==> src/rtl/bram_bank_power_sequencer.sv <==
// One-bank-at-a-time wake/sleep sequencer for the BRAM bank array, with access-violation flagging.
// Optional statistics counters are built when POWER_SEQ_STATS_EN is defined.
module bram_bank_power_sequencer #(
   parameter int NUM_BANKS    = 19,
   parameter int WAKE_CYCLES  = 8,
   parameter int SLEEP_CYCLES = 4,
   localparam int IDX_W       = $clog2(NUM_BANKS)
) (
   input  logic                 clk,
   input  logic                 rst,
   input  logic [NUM_BANKS-1:0] bank_power_en,
   input  logic [NUM_BANKS-1:0] bank_access,
   output logic [NUM_BANKS-1:0] bram_sleep,
   output logic [NUM_BANKS-1:0] bank_ready,
   output logic                 seq_busy,
   output logic                 power_settled,
   output logic                 access_violation,
   output logic [IDX_W-1:0]     violation_bank,
   output logic [15:0]          wake_count,
   output logic [31:0]          active_bank_cycles
);

   localparam int MAX_CYC = (WAKE_CYCLES > SLEEP_CYCLES) ? WAKE_CYCLES : SLEEP_CYCLES;
   localparam int CNT_W   = $clog2(MAX_CYC + 1);

   typedef enum logic [1:0] {IDLE, WAKE, DRAIN} state_t;

   state_t               state, state_next;
   logic [CNT_W-1:0]     cnt, cnt_next;
   logic [IDX_W-1:0]     sel, sel_next;
   logic [NUM_BANKS-1:0] sleep_next, ready_next;
   logic [NUM_BANKS-1:0] pend_up, pend_dn, viol;

   function automatic logic [IDX_W-1:0] lowest_idx(input logic [NUM_BANKS-1:0] v);
      lowest_idx = '0;
      for (int i = NUM_BANKS - 1; i >= 0; i--)
         if (v[i]) lowest_idx = IDX_W'(i);
   endfunction

   assign pend_up = bank_power_en & ~bank_ready;
   assign pend_dn = ~bank_power_en & bank_ready;
   assign viol    = bank_access & ~bank_ready;

   // NOTE: every comb output gets a default first, so no path can leave one unassigned and infer a latch.
   always_comb begin
      state_next = state;
      cnt_next   = cnt;
      sel_next   = sel;
      sleep_next = bram_sleep;
      ready_next = bank_ready;
      unique case (state)
         IDLE: begin
            if (|pend_up) begin
               sel_next             = lowest_idx(pend_up);
               sleep_next[sel_next] = 1'b0;
               cnt_next             = CNT_W'(WAKE_CYCLES - 1);
               state_next           = WAKE;
            end else if (|pend_dn) begin
               sel_next             = lowest_idx(pend_dn);
               ready_next[sel_next] = 1'b0;
               cnt_next             = CNT_W'(SLEEP_CYCLES - 1);
               state_next           = DRAIN;
            end
         end
         WAKE: begin
            if (cnt == '0) begin
               ready_next[sel] = 1'b1;
               state_next      = IDLE;
            end else begin
               cnt_next = cnt - 1'b1;
            end
         end
         DRAIN: begin
            if (cnt == '0) begin
               sleep_next[sel] = 1'b1;
               state_next      = IDLE;
            end else begin
               cnt_next = cnt - 1'b1;
            end
         end
         default: state_next = IDLE;
      endcase
   end

   // NOTE: sequential state uses non-blocking assignments so every register samples pre-edge values.
   always_ff @(posedge clk or posedge rst) begin
      if (rst) begin
         state            <= IDLE;
         cnt              <= '0;
         sel              <= '0;
         bram_sleep       <= '1;
         bank_ready       <= '0;
         seq_busy         <= 1'b0;
         power_settled    <= 1'b0;
         access_violation <= 1'b0;
         violation_bank   <= '0;
      end else begin
         state            <= state_next;
         cnt              <= cnt_next;
         sel              <= sel_next;
         bram_sleep       <= sleep_next;
         bank_ready       <= ready_next;
         seq_busy         <= (state_next != IDLE);
         power_settled    <= (state == IDLE) && (bank_ready == bank_power_en);
         access_violation <= |viol;
         if (|viol) violation_bank <= lowest_idx(viol);
      end
   end

`ifdef POWER_SEQ_STATS_EN
   logic        wake_done;
   logic [32:0] active_sum;

   assign wake_done  = (state == WAKE) && (cnt == '0);
   assign active_sum = {1'b0, active_bank_cycles} + 33'($countones(bank_ready));

   always_ff @(posedge clk or posedge rst) begin
      if (rst) begin
         wake_count         <= '0;
         active_bank_cycles <= '0;
      end else begin
         if (wake_done && (wake_count != 16'hFFFF)) wake_count <= wake_count + 16'd1;
         active_bank_cycles <= active_sum[32] ? 32'hFFFF_FFFF : active_sum[31:0];
      end
   end
`else
   assign wake_count         = '0;
   assign active_bank_cycles = '0;
`endif

endmodule

==> config.mk <==
export PLATFORM = sky130hd
export DESIGN_NAME = bram_bank_power_sequencer
export DESIGN_NICKNAME = d
export VERILOG_FILES = /design/src/rtl/bram_bank_power_sequencer.sv
export SDC_FILE = /design/constraint.sdc
export NUM_CORES = 1
export LEC_CHECK = 0
export CAP_MARGIN = 15
export CORE_UTILIZATION = 45
export CTS_CLUSTER_DIAMETER = 60
export DETAILED_ROUTE_END_ITERATION = 16
export PLACE_DENSITY = 0.76
export SLEW_MARGIN = 20
export SYNTH_ARGS = -nofsm -noshare
export SYNTH_HDL_FRONTEND = slang
export SYNTH_SLANG_ARGS = --single-unit
==> constraint.sdc <==
create_clock -name clk -period 4.9 [get_ports clk]
set_input_delay 0.98 -clock clk [delete_from_list [all_inputs] [get_ports clk]]
set_output_delay 0.98 -clock clk [all_outputs]
set_load 0.01 [all_outputs]
# Word level (Yosys, flattened, before mapping)
# Index checks and enable logic that the tools add are counted.
[op_classes]
muxes = 85
magnitude_cmp = 6
add_sub_neg = 1
bitwise_logic = 11
eq_ne = 10
n_reduce_logical = 19
[ops]
columns = ["cell", "count"]
rows = [
  ["$mux 5", 64],
  ["$and 19x19->19", 5],
  ["$mux 19", 5],
  ["$not 19->19", 4],
  ["$pmux 19 s2", 2],
  ["$reduce_or 19->1", 3],
  ["$or 19x19->19", 2],
  ["$eq 19x19->1", 1],
  ["$lt 5x6->1 const B", 3],
  ["$demux 1 s5", 3],
  ["$ge 5x1->1 const B", 3],
  ["$mux 4", 3],
  ["$ne 2x2->1 const B", 6],
  ["$reduce_bool 2->1", 5],
  ["$pmux 4 s2", 1],
  ["$mux 2", 3],
  ["$reduce_and 3->1", 2],
  ["$logic_and 1x1->1", 4],
  ["$logic_not 4->1", 1],
  ["$pmux 2 s2", 1],
  ["$reduce_and 4->1", 1],
  ["$sub 4x1->4 const B", 1],
  ["$mux 1", 3],
  ["$ne 3x3->1 const B", 1],
  ["other kinds (5)", 5],
]
[word_totals]
ff_bits = 57
input_bits = 40
wordCells = 141
out_inout_bits = 94

# Depth between registers and ports, before layout
[depth]
depth_word = 33
ltp_mapped = 9
mapped_depth_nobuf = 7

# Worst setup path after synthesis
# No wires, ideal clock.
[synth_path]
kind = "input to register"
startpoint = "input port bank_power_en[3]"
endpoint = "register bank_ready[3]"
setup_ns = 0.121
stages = 8
path_slack_ns = 1.724
arrival_ns = 3.055
required_time_ns = 4.779
path_buffers = 1
path_cell_list = "inv_1 -> ha_1 -> or4_4 -> or4_4 -> o211ai_4 -> buf_6 -> a211oi_1 -> o22a_1"
[synth_via]
elab_chain_len = 18
elab_cells_between_ends = 25
classes_between = "order compare (2); eq/ne (2); mux (12); bitwise (5); reduce/logical (4)"
[synth_lines]
columns = ["item", "line_no", "text"]
rows = [
  ["start, declared", "11", "input logic [NUM_BANKS-1:0] bank_power_en,"],
  ["$not 19->19", "41", "assign pend_dn = ~bank_power_en & bank_ready;"],
  ["$and 19x19->19", "41", ""],
  ["$mux 5 (4 in a row)", "37", "if (v[i]) lowest_idx = IDX_W'(i);"],
  ["$mux 5", "58", "end else if (|pend_dn) begin"],
  ["$mux 5", "53", "if (|pend_up) begin"],
  ["$mux 5", "51", "unique case (state)"],
  ["$lt 5x6->1 (not written as such) / $ge 5x1->1 (equally long branches)", "60", "ready_next[sel_next] = 1'b0;"],
  ["$logic_and 1x1->1 (not written as such)", "60", ""],
  ["$mux 1 (not written as such)", "60", ""],
  ["$demux 1 s5", "60", ""],
  ["$not 19->19 (no line)", "n/a", ""],
  ["$and 19x19->19 (no line)", "n/a", ""],
  ["$mux 19", "58", ""],
  ["$mux 19", "53", ""],
  ["$pmux 19 s2", "51", ""],
  ["end signal, assigned", "102", "bank_ready <= ready_next;"],
  ["end, declared", "14", "output logic [NUM_BANKS-1:0] bank_ready,"],
]
# Several ways; a longest one is shown, not always the timed one. The select of a mux whose other input is x is not followed.
# A chain may end at the register's enable or synchronous reset.

# Worst setup path in the final report
[layout_path]
startpoint = "input port bank_power_en[13]"
endpoint = "register bank_ready[13]"
[layout_via]
elab_chain_len = 28
elab_cells_between_ends = 35
classes_between = "order compare (2); eq/ne (2); mux (22); bitwise (5); reduce/logical (4)"
[layout_lines]
columns = ["item", "line_no"]
rows = [
  ["$not 19->19", "41"],
  ["$and 19x19->19", "41"],
  ["$mux 5 (14 in a row)", "37"],
  ["$mux 5", "58"],
  ["$mux 5", "53"],
  ["$mux 5", "51"],
  ["$lt 5x6->1 (not written as such) / $ge 5x1->1 (equally long branches)", "60"],
  ["$logic_and 1x1->1 (not written as such)", "60"],
  ["$mux 1 (not written as such)", "60"],
  ["$demux 1 s5", "60"],
  ["$not 19->19 (no line)", "n/a"],
  ["$and 19x19->19 (no line)", "n/a"],
  ["$mux 19", "58"],
  ["$mux 19", "53"],
  ["$pmux 19 s2", "51"],
]
# Several ways; a longest one is shown, not always the timed one. The select of a mux whose other input is x is not followed.

==> metrics <==
status=finished clean; hold buffer count at CTS=0; WL per Instance=17.9 um; gr usage total=0.263; ranking of synthesized cells by area=dfrtp_1 (21%), ha_1 (12%), dfstp_2 (11%); Largest stage delay, worst path=~710 ps; Core Region=just under 10000 sq um; number of synthesized flops with an enable pin=0; via count=4340; largest delay contributor family on the critical path=simple AND/OR/NAND/NOR gates; Clock Skew=between 8 and 9 ps; crit path kind=in2reg; Fmax achieved=approximately 270 MHz; diodes inserted=0; fillers=876; ys async rst share=1.00; Post-Route WL=around 13000 um; Synth warnings=0; CTS clk-pin slew, worst paths=70 ps; Critical Path RT=between 5000 and 6000 ps; Detailed Place HPWL=~10000 um; critical path peak fanout=19; num rows=36; FF+latch count, synth=57; Pre-antenna DRT Iters=5; CP endpoint kind=flop; Cell Chain, Critical Path=clkdlybuf4s50_1 -> ha_1 -> nor4_2 -> and4_1 -> o211ai_4 -> a2111oi_0 -> o22a_1; Power Total=roughly 0.0025 W; global-route wire length before repair=21000 um; post-synth top area cell=dfrtp_1; IO Port Bufs=between 80 and 90; Die Span Y=between 100 and 150 um; CP max stage cell=nor4_2; CTS tree=built; top_reg_cell synth=dfrtp_1; CTS sink count=57; Post-CTS Setup Bufs=0; initial antenna violation count=0; DP Area=about 5400 sq um; width of the die=around 100 um; htree depth=3; DRC viols=0; Max VDD drop=approximately 220 uV; share of cells above drive strength 1=0.0820; Post-CTS Resized=0; post-route ant nets=0; setup TNS=0 ps; starting density of the core=0.469; Avg Cell Area, Syn=around 9 sq um; Final Hold Violating Endpoints=0; vias per inst=~5.8; P&R area growth vs syn=21.7%; CP startpoint kind=primary input; Pwr per Cell Area=between 400 and 500 nW/um^2; final instance area=between 5000 and 6000 sq um; nets=between 600 and 700; crit path DAT=about 4100 ps; synth unique cells=between 60 and 70; Die ar.=between 10000 and 15000 sq um; final setup fails=0; worst path buffer plus inverter count=1; Syn Inst Count=515; GRT overflow=0; worst slew pin tran=about 900 ps; vias in the first global route=roughly 4200; Synth Cell Area=about 4600 sq um; Slew Viols, Final=0; min cycle time layout=3760 ps; gpl congestion=around 0.91; Worst Hold Class=reg2reg; Leak Pwr=approximately 2.5 nW; post-synthesis sequential area ratio=0.313; Starting DRT DRC Count=between 300 and 400; TritonCTS buffer count=9; CTS Root Cell=clkbuf_8; top cell type's share of synthesized area=0.205; RSZ-0062 raised after global routing=false; share of the clock period used by the worst path=0.767; Slew headroom=0.383; maximum buffer depth of the clock tree=2; total of max-cap violations=0; num ports=134; largest net degree at the start of global routing=33; Worst-Skew Late Latency=360 ps
[final timing paths]
check	endpoint	from	slack (ps)	depth (start not counted)
hold reg to reg	bram_sleep[14]	bram_sleep[14]	520	1
hold / removal	bram_sleep[14]	bram_sleep[14]	520	1
min in group asynchronous	bank_ready[18]	rst	1010	2
max in group asynchronous	bram_sleep[6]	rst	3020	3
setup / recovery	bank_ready[13]	bank_power_en[13]	1140	7
setup reg to reg	bank_ready[13]	bank_ready[13]	1670	7
[sequential cells by signal, indices dropped and copies added (netlist names)]
register and cells:
bank_ready 19, power_settled 1, violation_bank 5, access_violation 1
bram_sleep 19, cnt 4, sel 5, seq_busy 1
state 2
[layout by cell type (no fill, tap or decap), drive strengths merged, types with 4 or more instances in the layout]
cell / synthesis / routed
o22a: 23 / 23
a211oi: 15 / 15
o31ai: 4 / 4
nand2b: 21 / 21
dfstp: 19 / 19
nand3b: 4 / 4
nand4: 10 / 10
a21oi: 26 / 26
inv: 55 / 56
nor4: 11 / 11
a2111oi: 12 / 12
o21ai: 8 / 8
nor2: 23 / 23
nand2: 26 / 26
clkdlybuf4s50: 0 / 85
nor2b: 16 / 16
nor3b: 8 / 8
conb: 1 / 48
ha: 44 / 44
a41oi: 10 / 10
clkbuf: 5 / 12
nand3: 7 / 7
nor3: 13 / 13
buf: 53 / 5
dfrtp: 38 / 38
a31oi: 6 / 6
or4: 9 / 9
[metal layers]
layer,wire length [um],GRT usage
met1,5540,0.342
met2,6200,0.411
met3,1190,0.0612
met4,404,0.131
met5,0,0
[kinds of logic after synthesis]
kind of cell / Yosys count / synth area share
buffers and inverters: 113 / 0.135
multiplexers: 1 / 0.00216
flip-flops: 57 / 0.313
other: 1 / 0.000810
AO/OA/AOI/OAI: 138 / 0.231
AND/OR/NAND/NOR: 161 / 0.199
adder cells (fa/ha/maj): 44 / 0.119
[through the flow]
stage | utilization | hold slack [ps] | std cells | setup WS, ps
after detailed placement | 0.552 | 508 | 727 | 831
final | 0.571 | 517 | 743 | 1140
after floorplan | - | 520 | 562 | 1720
after global placement | 0.552 | 505 | 727 | 924
after CTS | 0.571 | 521 | 743 | 1180
after global routing | 0.571 | 532 | 743 | 970
[cell type report]
| cell class | instances | area [sq um] | area share |
|---|---|---|---|
| multi-input combinational | 392 | 2730 | 0.485 |
| sequential | 57 | 1450 | 0.257 |
| timing repair buffer | 90 | 888 | 0.158 |
| inverter | 55 | 206 | 0.0366 |
| clock buffer | 12 | 166 | 0.0295 |
| tap | 133 | 166 | 0.0295 |
| clock inverter | 4 | 25.0 | 0.00444 |
[report_power, final]
part	switching, W	internal, W	total, W	leakage (nW)
Clock	0.000212	0.000228	0.000440	0.102
Sequential	0.000139	0.000590	0.000729	0.617
Combinational	0.000751	0.000539	0.00129	1.74
[Yosys cell counts (all sizes together) (11+ instances only)]
library cell   n
nand2         26
ha            44
nor2          23
nand2b        21
dfrtp         38
o22a          23
dfstp         19
nor3          13
a2111oi       12
nor2b         16
nor4          11
inv           55
buf           53
a211oi        15
a21oi         26
Note: power is estimated with default switching activity, not from simulation.
==> patch 1, RTL diff (same settings) <==
Build with the macro `POWER_SEQ_STATS_EN` defined.
--- a/src/rtl/bram_bank_power_sequencer.sv
+++ b/src/rtl/bram_bank_power_sequencer.sv
@@ -2,2 +2,4 @@
 // Optional statistics counters are built when POWER_SEQ_STATS_EN is defined.
+`define POWER_SEQ_STATS_EN
+
 module bram_bank_power_sequencer #(
Behaviour: no difference found for any inputs over 4 cycles, from zero or initial values and one cycle with rst high; that may be too few to reach the edited logic, so the function may still have changed.
==> patch 1 against the unedited design <==
- routed wire length rose by 49%
- total power grew 41%
- synthesized area rose by 50%
- setup slack worse by 1000 ps
- maximum frequency fell by 22%
- sequential cell count increased by 48
- synthesized cell count rose by 48%
- design area rose by 61%
- largest cell class unchanged
- highest routed layer unchanged
==> patch 1: results (changes against the unedited design) <==
| Metric | Value |
|---|---|
| Status | finished, final reports clean (unchanged) |
| Post-DP HPWL | 15500 um (was 10400 um) |
| Share of cells above drive strength 1 | 0.105 (was 0.0820) |
| Area contributors post-synth | dfrtp_1, ha_1, dfstp_2, inv_1, a21oi_1 (was dfrtp_1, ha_1, dfstp_2, buf_4, inv_1) |
| Int Power | 0.00212 W (was 0.00136 W) |
| Met1 usage | 0.364 (was 0.342) |
| Slowest cell on crit path | fa_1 (was nor4_2) |
| Most frequent cells after synthesis | inv_1, dfrtp_1, nand2_1, a21oi_1, ha_1 (was inv_1, buf_4, ha_1, dfrtp_1) |
| Peak VDD IR | 0.276 mV (was 0.223 mV) |
| Syn nets | 873 |
| Max Clock Skew | 12.5 ps (was 8.59 ps) |
| Largest stage delay on the critical path | 530 ps (was 710 ps) |
| Nets | 1036 (was 689) |
| Delay-heaviest family, CP | adder cells (was simple AND/OR/NAND/NOR gates) |
| Overall routing resource usage | 0.260 (was 0.263) |
| Sequential fraction of the synthesis area | 0.382 (was 0.313) |
| Cell leakage power | 3.99 nW (was 2.46 nW) |
| Root Driver | clkbuf_16 (was clkbuf_8) |
| DR vias/cell | 5.68 (was 5.84) |
| Met3 global-route usage | 0.0493 (was 0.0612) |
| Vias in the first global route | 6231 (was 4166) |
| Critical path arrival | 5050 ps (was 4050 ps) |
| Starting DRT DRC Count | 471 (was 351) |
| Input/output buffers | 133 (was 85) |
| First-pass GRT wire length | 32300 um (was 21000 um) |
| Yosys cell types | 66 (was 65) |
| Max-slew headroom | 0.309 (was 0.383) |
| Worst slack at placement | -76.7 ps (was 831 ps) |
| Placer Congestion | 0.964 (was 0.908) |
| Setup ws final | 94.3 ps (was 1140 ps) |
| Placed Area | 0.00873 sq mm (was 0.00544 sq mm) |
| GR Util met2 | 0.398 (was 0.411) |
| Biggest regs | active_bank_cycles x32, bank_ready x19, bram_sleep x19 (was bank_ready x19, bram_sleep x19) |
| Routed WL | 19900 um (was 13300 um) |
-- patch 1: cell count changes after synthesis, sizes merged, moves of 28 or more --
cell	unedited run	this run
nor2	23	51
dfrtp	38	86
inv	55	89
a21oi	26	60
nand2	26	75
buf	53	3
-- patch 1: layout make-up --
cell class              count  area (sq um)
flip-flops and latches    105          2650
multi-input cells         556          3950
well taps                 188           235
repair buffers            164          1580
inverters                  89           337
clock inverters             7          95.1
clock buffers               9           225
fillers                  1293          6070
-- patch 1: routing by layer --
metal,vias up,part of all wire
li1,3015,-
met1,3033,0.46
met2,266,0.44
met3,33,0.074
met4,0,0.028
met5,-,0
-- patch 1: per-stage QoR --
stage	hold slack [ps]	cells
6_report	514	1118
3_3_place_gp	487	1102
3_5_place_dp	496	1102
4_1_cts	514	1118
5_1_grt	521	1118
2_1_floorplan	511	762
-- patch 1: worst paths after layout --
path | from | cells after the start | to
worst max-delay path | bank_ready[0] | 16 | active_bank_cycles[30]
worst min-delay path | bram_sleep[11] | 1 | bram_sleep[11]
worst max register to register | bank_ready[0] | 16 | active_bank_cycles[30]
worst min register to register | bram_sleep[11] | 1 | bram_sleep[11]
max in group asynchronous | rst | 3 | bram_sleep[0]
min in group asynchronous | rst | 2 | cnt[0]
-- patch 1: cell families after synthesis --
family | share of synthesized area
fa+ha+maj | 0.143
compound gates | 0.157
mux | 0.00648
simple gates | 0.212
flops | 0.382
buf+inv | 0.0558
xor+xnor | 0.0441
-- patch 1: power by group through the flow --
stage / sequential, W / clock, W / combinational [W]
4_1_cts: 0.00109 / 0.000791 / 0.00159
2_1_floorplan: 0.00112 / 0 / 0.000969
6_report: 0.00109 / 0.000776 / 0.00161
3_5_place_dp: 0.00110 / 0 / 0.00156
3_3_place_gp: 0.00110 / 0 / 0.00154
5_1_grt: 0.00111 / 0.000827 / 0.00177
-- patch 1: repair_timing --
action,CTS,global route
pin swaps,5,6
endpoints found under the setup margin,9,25
resized for setup,1,8
==> patch 2, RTL diff (same settings) <==
Without the edit above. The 3 states of `state_t` get a one-hot encoding in 3 bits.
--- a/src/rtl/bram_bank_power_sequencer.sv
+++ b/src/rtl/bram_bank_power_sequencer.sv
@@ -25,3 +25,3 @@
 
-   typedef enum logic [1:0] {IDLE, WAKE, DRAIN} state_t;
+   typedef enum logic [2:0] {IDLE = 3'b001, WAKE = 3'b010, DRAIN = 3'b100} state_t;
 
Behaviour: no difference found for any inputs over 4 cycles, from zero or initial values and one cycle with rst high; so few cycles prove little.
==> patch 2 against the unedited design <==
- via count is 6.8% lower
- synthesized area is 6.0% lower
- design area is 3.1% lower
- sequential cell count is 1 higher
- routed wire length is 1.7% lower
- first-iteration DRC count is 36% lower
- setup slack worse by 47 ps
- total power is 2.4% higher
- final cell count is 1.3% lower
- largest cell class unchanged
- highest routed layer unchanged
==> patch 2: results (changes against the unedited design) <==
| Metric | Value |
|---|---|
| Status | finished, final reports clean (unchanged) |
| Slowest cell on crit path | or4b_4 (was nor4_2) |
| DR WL/cell | 17.9 um (about the same) |
| Peak VDD IR | 0.336 mV (was 0.223 mV) |
| Hold_sp | violation_bank[1] (was bram_sleep[14]) |
| Worst slack at placement | 757 ps (was 831 ps) |
| Yosys cell types | 62 (was 65) |
| CP Launch Point | bank_power_en[8] (was bank_power_en[13]) |
| Post-DP HPWL | 10500 um (was 10400 um) |
| Overall routing resource usage | 0.269 (was 0.263) |
| Largest stage delay on the critical path | 580 ps (was 710 ps) |
| Max Clock Skew | 9.53 ps (was 8.59 ps) |
| Initial antenna violation count | 0 (unchanged) |
| Placer Congestion | 0.936 (was 0.908) |
| Critical path arrival | 4040 ps (was 4050 ps) |
| Switch share | 0.412 (was 0.448) |
| Area contributors post-synth | dfrtp_1, dfstp_2, ha_1, a21oi_1, buf_4 (was dfrtp_1, ha_1, dfstp_2, buf_4, inv_1) |
| Starting DRT DRC Count | 225 (was 351) |
| Hold Slack | 515 ps (was 517 ps) |
| Vias in the first global route | 3810 (was 4166) |
| Cell leakage power | 2.48 nW (was 2.46 nW) |
| Worst r2r src | bank_ready[0] (was bank_ready[13]) |
| Sequential fraction of the synthesis area | 0.339 (was 0.313) |
| DR pass1 iterations | 7 (was 5) |
| Most frequent cells after synthesis | a21oi_1, inv_1, buf_4, ha_1, dfrtp_1 (was inv_1, buf_4, ha_1, dfrtp_1) |
==> patch 2: logic make-up after synthesis <==
logic type	Yosys count	share of synthesized area
buffers and inverters	103	0.130
xor gates and xnor gates	1	0.00201
and+or+nand+nor	156	0.208
adders and majority gates	41	0.118
other	1	0.000861
DFF	58	0.339
AOI/OAI and AO/OA	139	0.197
muxes	2	0.00575
==> patch 2: power by group through the flow <==
stage                     clock network, W  logic (W)  registers, W
final                             0.000524    0.00122      0.000770
after global routing              0.000548    0.00133      0.000790
after CTS                         0.000525    0.00120      0.000770
after detailed placement                 0    0.00119      0.000776
after global placement                   0    0.00118      0.000772
after floorplan                          0   0.000731      0.000763
==> patch 2: worst paths after layout <==
check	to	cells after the start
worst max-delay path	cnt[1]	8
worst min-delay path	violation_bank[1]	1
worst max register to register	cnt[1]	6
worst min register to register	violation_bank[1]	1
max in group asynchronous	bram_sleep[17]	3
min in group asynchronous	violation_bank[0]	2
==> patch 2: through the flow <==
step	util	area, sq um	instances
after global routing	0.585	5460	733
after floorplan	-	4530	548
after detailed placement	0.560	5220	717
after global placement	0.560	5220	717
after CTS	0.584	5450	733
final	0.585	5460	733
==> patch 2: final cells by class <==
cell class | instances | area (sq um)
Sequential cell | 58 | 1480
Clock buffer | 12 | 155
Multi-Input combinational cell | 387 | 2500
Clock inverter | 4 | 73.8
Fill cell | 839 | 3870
Inverter | 51 | 191
Tap cell | 129 | 161
Timing Repair Buffer | 92 | 903
==> patch 2: layer usage <==
metal  part of all wire  track usage  up-vias  wire length, um
met5                  0            0        -                0
met4              0.025       0.0914        0              324
met3              0.062       0.0411       28              809
met2               0.46        0.409      173             5970
met1               0.46        0.388     1943             6010
li1                   -            -     1900                -
